<file path="src/rtl/uart_pkg.sv">
// Shared types and helpers for the UART transmitter.
// The PARITY_EN macro adds the parity state to the state type.
package uart_pkg;

  typedef enum logic [2:0] {
    StIdle,
    StStart,
    StData,
`ifdef PARITY_EN
    StParity,
`endif
    StStop
  } uart_state_e;

  localparam logic IdleLevel = 1'b1;

  function automatic int unsigned clks_per_bit(input int unsigned clk_freq,
                                               input int unsigned baud_rate);
    return clk_freq / baud_rate;
  endfunction

endpackage

</file>
<file path="src/rtl/uart_baud_counter.sv">
// Bit-period timer: counts 0..ClksPerBit-1 and flags the last cycle of each period.
module uart_baud_counter #(
  parameter int unsigned ClksPerBit = 16
) (
  input  logic clk_i,
  input  logic rst_ni,
  input  logic clr_i,
  output logic bit_end_o
);

  localparam int unsigned CntW = $clog2(ClksPerBit);
  localparam logic [CntW-1:0] LastCnt = CntW'(ClksPerBit - 1);

  logic [CntW-1:0] cnt_q, cnt_d;

  assign bit_end_o = (cnt_q == LastCnt);

  // Wrapping at bit_end restarts the count on every bit or state change.
  always_comb begin
    cnt_d = cnt_q + 1'b1;
    if (clr_i || bit_end_o) begin
      cnt_d = '0;
    end
  end

  always_ff @(posedge clk_i or negedge rst_ni) begin
    if (!rst_ni) begin
      cnt_q <= '0;
    end else begin
      cnt_q <= cnt_d;
    end
  end

endmodule

</file>
<file path="src/rtl/uart_tx.sv">
// UART transmitter: start, DATA_BITS LSB-first, optional even parity, one stop bit.
// Define PARITY_EN to insert the even-parity bit (8E1 instead of 8N1).
module uart_tx
  import uart_pkg::*;
#(
  parameter int unsigned CLK_FREQ  = 50_000_000,
  parameter int unsigned BAUD_RATE = 9600,
  parameter int unsigned DATA_BITS = 8
) (
  input  logic                 clk,
  input  logic                 reset_n,
  input  logic [DATA_BITS-1:0] tx_data,
  input  logic                 uart_tx_en,
  output logic                 uart_txd,
  output logic                 uart_tx_busy,
  output logic                 uart_tx_done
);

  localparam int unsigned ClksPerBit = clks_per_bit(CLK_FREQ, BAUD_RATE);
  localparam int unsigned IdxW       = $clog2(DATA_BITS);
  localparam logic [IdxW-1:0] LastIdx = IdxW'(DATA_BITS - 1);

  uart_state_e          state_q;
  logic [DATA_BITS-1:0] shift_q;
  logic [IdxW-1:0]      bit_idx_q;
  logic                 txd_q;
  logic                 busy_q;
  logic                 done_q;
  logic                 bit_end;
`ifdef PARITY_EN
  logic                 parity_q;
`endif

  // Counter is held at zero while idle so START gets a full bit period.
  uart_baud_counter #(
    .ClksPerBit(ClksPerBit)
  ) u_baud (
    .clk_i    (clk),
    .rst_ni   (reset_n),
    .clr_i    (state_q == StIdle),
    .bit_end_o(bit_end)
  );

  always_ff @(posedge clk or negedge reset_n) begin
    if (!reset_n) begin
      state_q   <= StIdle;
      shift_q   <= '0;
      bit_idx_q <= '0;
      txd_q     <= IdleLevel;
      busy_q    <= 1'b0;
      done_q    <= 1'b0;
`ifdef PARITY_EN
      parity_q  <= 1'b0;
`endif
    end else begin
      done_q <= 1'b0;
      unique case (state_q)
        StIdle: begin
          if (uart_tx_en) begin
            state_q   <= StStart;
            shift_q   <= tx_data;
            bit_idx_q <= '0;
            txd_q     <= 1'b0;
            busy_q    <= 1'b1;
`ifdef PARITY_EN
            parity_q  <= ^tx_data;
`endif
          end
        end
        StStart: begin
          if (bit_end) begin
            state_q <= StData;
            txd_q   <= shift_q[0];
            shift_q <= shift_q >> 1;
          end
        end
        StData: begin
          if (bit_end) begin
            if (bit_idx_q == LastIdx) begin
`ifdef PARITY_EN
              state_q <= StParity;
              txd_q   <= parity_q;
`else
              state_q <= StStop;
              txd_q   <= IdleLevel;
`endif
            end else begin
              bit_idx_q <= bit_idx_q + 1'b1;
              txd_q     <= shift_q[0];
              shift_q   <= shift_q >> 1;
            end
          end
        end
`ifdef PARITY_EN
        StParity: begin
          if (bit_end) begin
            state_q <= StStop;
            txd_q   <= IdleLevel;
          end
        end
`endif
        StStop: begin
          if (bit_end) begin
            state_q <= StIdle;
            busy_q  <= 1'b0;
            done_q  <= 1'b1;
          end
        end
        default: begin
          state_q <= StIdle;
          txd_q   <= IdleLevel;
          busy_q  <= 1'b0;
        end
      endcase
    end
  end

  assign uart_txd     = txd_q;
  assign uart_tx_busy = busy_q;
  assign uart_tx_done = done_q;

endmodule
</file>
<file path="config.mk">
export PLATFORM = sky130hd
export DESIGN_NAME = uart_tx
export DESIGN_NICKNAME = d
export VERILOG_FILES = /design/src/rtl/uart_pkg.sv /design/src/rtl/uart_baud_counter.sv /design/src/rtl/uart_tx.sv
export SDC_FILE = /design/constraint.sdc
export NUM_CORES = 1
export LEC_CHECK = 0
export ABC_AREA = 0
export CORE_UTILIZATION = 42
export DETAILED_ROUTE_END_ITERATION = 6
export DONT_BUFFER_PORTS = 1
export PLACE_DENSITY_LB_ADDON = 0.1
export SLEW_MARGIN = 20
export SYNTH_ARGS = -nofsm -noshare
export SYNTH_HDL_FRONTEND = slang
export SYNTH_SLANG_ARGS = --single-unit
</file>
<file path="constraint.sdc">
create_clock -name clk -period 4.4 [get_ports clk]
set_input_delay 0.88 -clock clk [delete_from_list [all_inputs] [get_ports clk]]
set_output_delay 0.88 -clock clk [all_outputs]
set_load 0.005 [all_outputs]
</file>
Word level (Yosys, flattened, before mapping)
Cells that the tools add are included.

word-level totals
  register bits after elaboration = 30
  bits in latches = 0
  memory bits (writable) = 0
  bits in read-only memories = 0
  word-level logic and storage cells = 58
  memories kept = 0

operators by class
  add/sub/neg operators = 2
  $mul = 0
  div/mod/pow operators = 0
  order comparisons = 0
  equal/unequal tests = 11
  shift-type cells = 0
  mux-type cells = 26
  bitwise gates (word level) = 2
  reduce and logical (&&, ||, !) cells = 10

operator list
  kind                     number
  $mux W8                  4
  $mux W3                  8
  $pmux W8 S3              1
  $add A13 B1 Y13 const B  1
  $eq A13 B13 Y1 const B   1
  $mux W13                 1
  $pmux W3 S4              1
  $reduce_and A5 Y1        2
  $mux W1                  8
  $reduce_and A4 Y1        2
  $eq A3 B2 Y1 const B     2
  $ne A2 B1 Y1 const B     3
  $ne A2 B2 Y1 const B     3
  $pmux W3 S2              1
  $pmux W1 S4              1
  $add A3 B1 Y3 const B    1
  $eq A3 B1 Y1 const B     1
  $eq A3 B3 Y1 const B     1
  $logic_not A3 Y1         1
  $pmux W1 S3              1
  $reduce_and A3 Y1        1
  $reduce_bool A3 Y1       1
  $not A1 Y1               2
  $reduce_bool A2 Y1       1
  2 further kinds          2

Depth between registers and ports, before layout
  depth after elaboration = 4
  mapped depth = 7
  depth with buffers taken out = 6

Modules after synthesis
Synthesis repeated with hierarchy kept, for this count alone.

second synthesis, totals
  cells, all modules = 141
  area total of the unflattened synthesis = 1602.8 µm²

by module, submodules not included
  module             times used  cells each  area an instance (µm²)
  uart_tx            1           73          908.4
  uart_baud_counter  1           68          694.4

Least setup slack after synthesis
No wires, ideal clock.

  path kind = register -> register
  start = reg u_baud.cnt_q[0]
  end = reg shift_q[0]
  setup time = 0.125 ns
  arrival time = 1.915 ns
  slack = 2.361 ns
  cell stages (with the launch flop) = 7
  clock period less this slack = 2.039 ns
  cells stage by stage = dfrtp_1 -> ha_1 -> or4b_4 -> nor3_4 -> o21a_1 -> buf_6 -> mux2_2

on the way
  longest elaborated chain between the ends = 3
  elaborated cells between the ends (all ways) = 4

RTL lines
  what                             RTL line                 source
  start, declared                  uart_baud_counter.sv:14  logic [CntW-1:0] cnt_q, cnt_d;
  start signal, assigned           uart_baud_counter.sv:30  cnt_q <= cnt_d;
  $eq A13 B13 Y1 (*)               uart_baud_counter.sv:16  assign bit_end_o = (cnt_q == LastCnt);
  $ne A2 B1 Y1 (no line)           n/a
  $reduce_and A5 Y1 (no line) (*)  n/a
  end signal, assigned             uart_tx.sv:61            shift_q <= tx_data;
  end signal, assigned             uart_tx.sv:74            shift_q <= shift_q >> 1;
  end signal, assigned             uart_tx.sv:90            shift_q <= shift_q >> 1;
  end, declared                    uart_tx.sv:24            logic [DATA_BITS-1:0] shift_q;

Every way passes the cells marked *; elsewhere a longest branch is shown, timed or not.
A chain may end at the register's enable or synchronous reset.

Worst setup path in the final report
  start = reg u_baud.cnt_q[0]
  end = reg shift_q[2]

The elaborated chain is that of the path after synthesis.

==> results.json <==
{
  "synth_ff_type": "dfrtp_1",
  "mostFrequentLayoutCells": "dfrtp_1 (28), nor2_1 (18), mux2_2 (15)",
  "dp_hpwl_um": 1885,
  "cts_buffers": 5,
  "synth-async-reset-ratio_pct": 100.0,
  "holdCritPathClass": "in2async",
  "port_buffers": 0,
  "yosys_register_bits": 29,
  "syn_inst": 138,
  "drv_slew": 0,
  "synth-edff-count": 0,
  "slew_headroom_pct": 73.54,
  "clk_pin_slew_ns": 0.09,
  "reg2reg_slack_ns": 2.11,
  "peakVddDrop_uv": 154.6,
  "worstMarginPinSlew_ns": 0.3969,
  "synth_top_family_by_area": "simple AND/OR/NAND/NOR gates",
  "netlist_top_cells_area": "dfrtp_1 (46%), mux2_2 (11%), ha_1 (6.5%), nor2_1 (4.4%), xor2_1 (4.0%)",
  "synth_mux_area_share_pct": 14.32,
  "crit_slowest_cell": "or4b_4",
  "clock_path_buffers": 2,
  "clockRootBuffer": "clkbuf_4",
  "die_x_um": 62.34,
  "holdWs_ns": 0.2326,
  "synth_top_area_cell": "dfrtp_1",
  "setup.worst_path.end_class": "register",
  "antenna_found_initial": 0,
  "avgRoutedWirePerCell_um": 13.71,
  "startpoint_type": "register",
  "r2r-start": "u_baud.cnt_q[0]",
  "slowest_delay_ns": 0.52,
  "grt_start_max_net_pins": 30,
  "postSynthAreaPerCell_um2": 11.08,
  "nNetsFinal": 161,
  "wl_um": 2591,
  "fin_crit_ns": 2.294,
  "arrival_ns": 2.52,
  "drt-initial-drc-count": 27,
  "fin_util_pct": 47.29,
  "viasPerCell": 5.206,
  "synth_compound_area_share_pct": 4.255,
  "layout_commonest_cell": "dfrtp_1",
  "dieArea_mm2": 0.003886,
  "critical_path_class": "reg2reg",
  "final_antenna_net_count": 0,
  "start_util_pct": 44.76,
  "grtUsageTotal_pct": 15.59,
  "timing.setup.tns_ns": 0,
  "num_antenna_cells": 0,
  "synth_adder_area_share_pct": 6.547,
  "crit_start": "u_baud.cnt_q[0]",
  "cp_max_fo": 9,
  "max_freq_ghz": 0.4358,
  "yosysSeqAreaShare_pct": 47.55,
  "route.detailed.drc": 0,
  "syn2layout_area_growth_pct": 5.647,
  "yosys.area_share.xor_xnor_pct": 6.301,
  "cap_violations": 0,
  "rr_worst_depth": 5,
  "clk_latency_ns": 0.33,
  "yosys_warnings": 0,
  "skew_ns": 0.01515,
  "cts-resized-gates": 0,
  "io_pins": 14,
  "grt_remaining_overflow": 0,
  "drive_gt1_share_pct": 17.48,
  "fillers": 334,
  "cp.required_ns": 4.62,
  "power.leakage_nw": 0.7665,
  "fin_crit_sh_pct": 52.15,
  "holdBufCountCts": 0,
  "synth_area_mm2": 0.001529,
  "htreeDepth": 2,
  "gp_routability_congestion": 0.8207,
  "finalSetupViolCount": 0,
  "die_h_um": 62.34,
  "r2r_end": "shift_q[2]",
  "crit_chain": "ha_1 -> or4b_4 -> nor3_4 -> o21a_1 -> mux2_2",
  "report.final.hold_viol_count": 0,
  "num_rows": 21,
  "post_cts_buffers": 0,
  "status": "finished clean",
  "core_area_mm2": 0.003416,
  "grt_pass1_vias": 1031,
  "num_vias": 984,
  "cts_tree": "done",
  "rsz0062_at_grt": "false",
  "yosysTopAreaCellShare_pct": 45.83,
  "grt_pass1_wl_um": 4581,
  "power.density_mw_per_mm2": 260.7,
  "cts.sinks": 29,
  "synth_nets": 157,
  "yosysUniqueCellTypes": 33,
  "yosys.area_share.simple_pct": 17.51,
  "drtPass1Iterations": 4
}
==> per-layer routing <==
layer | up-vias | GRT usage, % | part of all wire, %
li1 | 484 | - | -
met1 | 479 | 18.91 | 47
met2 | 13 | 24.04 | 46
met3 | 8 | 4.963 | 3.6
met4 | 0 | 9.593 | 2.9
met5 | - | 0 | 0
==> worst max-delay path by stage <==
stage,end,slack (ns),cells past startpoint
6_report,shift_q[2],2.11,5
5_1_grt,shift_q[3],1.96,5
4_1_cts,shift_q[6],2.06,5
3_5_place_dp,shift_q[6],2.07,5
3_3_place_gp,shift_q[7],2.16,5
2_1_floorplan,shift_q[0],2.36,6
==> worst max-delay path, delay by kind of cell, from the launching register on <==
| family | cells | cell delay [ns] |
|---|---|---|
| fa+ha+maj | 1 | 0.26 |
| flops | 1 | 0.40 |
| simple gates | 2 | 0.76 |
| compound gates | 1 | 0.39 |
| mux | 1 | 0.38 |
==> where the power goes <==
| group | switching [mW] | internal [mW] | total (mW) |
|---|---|---|---|
| registers | 0 | 0.266 | 0.266 |
| logic | 0.000729 | 0.00261 | 0.00334 |
| clock network | 0.0879 | 0.0636 | 0.151 |
==> Yosys cell counts (3+ instances only) <==
| master | instances |
|---|---|
| dfrtp_1 | 28 |
| nor2_1 | 18 |
| mux2_2 | 15 |
| inv_1 | 9 |
| ha_1 | 8 |
| xor2_1 | 7 |
| nand2_1 | 6 |
| mux2i_1 | 5 |
| nand4_1 | 5 |
| nand3_1 | 4 |
| xnor2_1 | 4 |
| and3_1 | 3 |
==> state kept, by name, indices dropped and copies added (netlist names) <==
signal	flops
uart_tx_done	1
state_q	2
uart_tx_busy	1
u_baud.cnt_q	13
uart_txd	1
shift_q	8
bit_idx_q	3
==> through the flow <==
step	total power, mW	std cells	setup slack [ns]	area [um^2]
finish	0.4212	189	2.106	1615
global route	0.4428	189	1.959	1615
CTS	0.4270	189	2.065	1615
detailed placement	0.2750	181	2.066	1567
global placement	0.2749	181	2.160	1567
floorplan	0.2748	138	2.361	1529
==> cell type report <==
cell class	instances	area, um^2	area share [%]
clock buffer	8	48.80	3.021
inverter	9	33.78	2.091
multi-input combinational	97	748.2	46.32
sequential	29	726.9	45.00
tap	46	57.56	3.563
==> cells by family after synthesis <==
kind of cell,after synthesis
mux,20
flops,29
xor+xnor,11
compound gates,10
simple gates,48
fa+ha+maj,8
buf+inv,12
(Power assumes the default switching activity.)
==> edit: new RTL, same settings <==
The 4 states of `uart_state_e` get a one-hot encoding in 4 bits.
--- a/src/rtl/uart_pkg.sv
+++ b/src/rtl/uart_pkg.sv
@@ -2,14 +2,14 @@
 // The PARITY_EN macro adds the parity state to the state type.
 package uart_pkg;
 
-  typedef enum logic [2:0] {
-    StIdle,
-    StStart,
-    StData,
+  typedef enum logic [3:0] {
+    StIdle  = 4'b0001,
+    StStart = 4'b0010,
+    StData  = 4'b0100,
 `ifdef PARITY_EN
     StParity,
 `endif
-    StStop
+    StStop  = 4'b1000
   } uart_state_e;
 
   localparam logic IdleLevel = 1'b1;
Behaviour: same outputs for any inputs over 10 cycles, from zero or initial values and one cycle with reset_n low; not proved beyond that.
==> edit against the unedited design <==
  * Area after synthesis is 7.5% higher
  * Setup slack better by 0.11 ns
  * Non-clock buffer count is 1 higher
  * Core utilization is 1.6 points higher
  * Sequential cell count is 2 higher
  * Global-route usage is 1.9 points higher
  * Sequential share of layout area is 2.2 points lower
  * Routed wire length is 15% higher
  * Cell area is 13% higher
  * Highest routed layer unchanged
Power is not compared: it rests on default switching activity, and its combinational part moved more than twofold at a synthesized area within 25%.
==> edit: results (changes against the unedited design) <==
layout:
  drive_gt1_share_pct: 18.5  # was 17.5%
  reg.largest.list: "u_baud.cnt_q: 13 flops, shift_q: 8 flops, state_q: 4 flops"  # was u_baud.cnt_q: 13 flops, shift_q: 8 flops, bit_idx_q: 3 flops
clocking:
  clkLatencyLatePin_ns: 0.28  # was 0.33 ns
  clkTransAtPathRegs_ns: 0.07  # was 0.09 ns
  clock-root-buffer: "clkbuf_8"  # was clkbuf_4
global_routing:
  grt_pass1_vias: 1200  # was 1031
  grt_first_pass_wirelength_um: 5450  # was 4580 um
  grt_use_total_pct: 17.5  # was 15.6%
setup_path:
  worstReg2RegStart: "bit_idx_q[0]$_DFFE_PN0P_"  # was u_baud.cnt_q[0]$_DFF_PN0_
  critPathTopFamily: "compound AO/OA/AOI/OAI gates"  # was simple AND/OR/NAND/NOR gates
  cp_max_fo: 8  # was 9
  crit_path_max_incr_delay_ns: 0.46  # was 0.52 ns
  worst_path_most_repeated_cell: "ha_1"
  arrival_ns: 2.35  # was 2.52 ns
  slowest_stage: "a221oi_4"  # was or4b_4
logic_synthesis:
  synthAdderAreaFrac_pct: 2.28  # was 6.55%
  ys_seq_area_share_pct: 47.3  # was 47.5%
  synth_common_cells: "dfrtp_1, nor2_1, inv_1, mux2_2, xnor2_1"  # was dfrtp_1, nor2_1, mux2_2, inv_1, ha_1
  synthTopCellsByArea: "dfrtp_1, mux2_2, xnor2_1"  # was dfrtp_1, mux2_2, ha_1
  synth_top_area_share_pct: 44.1  # was 45.8%
  synth-compound-area-share_pct: 8.14  # was 4.26%
  synth-xor-area-share_pct: 5.86  # was 6.30%
  yosysUniqueCellTypes: 38  # was 33
  avgSynthCellArea_um2: 10.7  # was 11.1 um^2
  muxShareOfSynthArea_pct: 12.5  # was 14.3%
timing:
  worst_pin_slew_ns: 0.773  # was 0.397 ns
  finalClockSkew_ns: 0.00604  # was 0.0151 ns
route:
  routed_wl_um: 2970  # was 2590 um
  drt_iter0_markers: 32  # was 27
  drt-vias-per-instance: 5.37  # was 5.21
placed_design:
  post-dp-hpwl_um: 2060  # was 1880 um
  pre_cts_ws_ns: 2.21  # was 2.07 ns
  place_congestion: 0.813  # was 0.821
  placed_area_um2: 1690  # was 1570 um^2
  dp.cells: 197  # was 181
run_status:
  status: "completed"  # unchanged
edit: routing by layer:
metal | vias up | track usage, % | routed length (um)
met1 | 531 | 23.2 | 1440
met3 | 7 | 5.11 | 118
met2 | 21 | 25.9 | 1350
met5 | - | 0 | 0
li1 | 541 | - | -
met4 | 0 | 8.33 | 55
edit: area by class of cell:
cell class,count,area [um^2]
clock inverters,2,60.1
fillers,345,1900
repair buffers,1,7.51
flip-flops and latches,31,778
inverters,13,48.8
well taps,48,60.1
clock buffers,6,72.6
multi-input cells,104,791
edit: path summary, 6_finish.rpt:
path | end | slack, ns | cells after the start
min reg2reg | u_baud.cnt_q[0]$_DFF_PN0_ | 0.46 | 1
max reg2reg | shift_q[3]$_DFFE_PN0P_ | 2.21 | 6
min in group clk | u_baud.cnt_q[0]$_DFF_PN0_ | 0.46 | 1
min | shift_q[4]$_DFFE_PN0P_ | 0.29 | 0
max | shift_q[3]$_DFFE_PN0P_ | 2.21 | 6
max in group asynchronous | state_q[0]$_DFFE_PN1P_ | 3.94 | 0
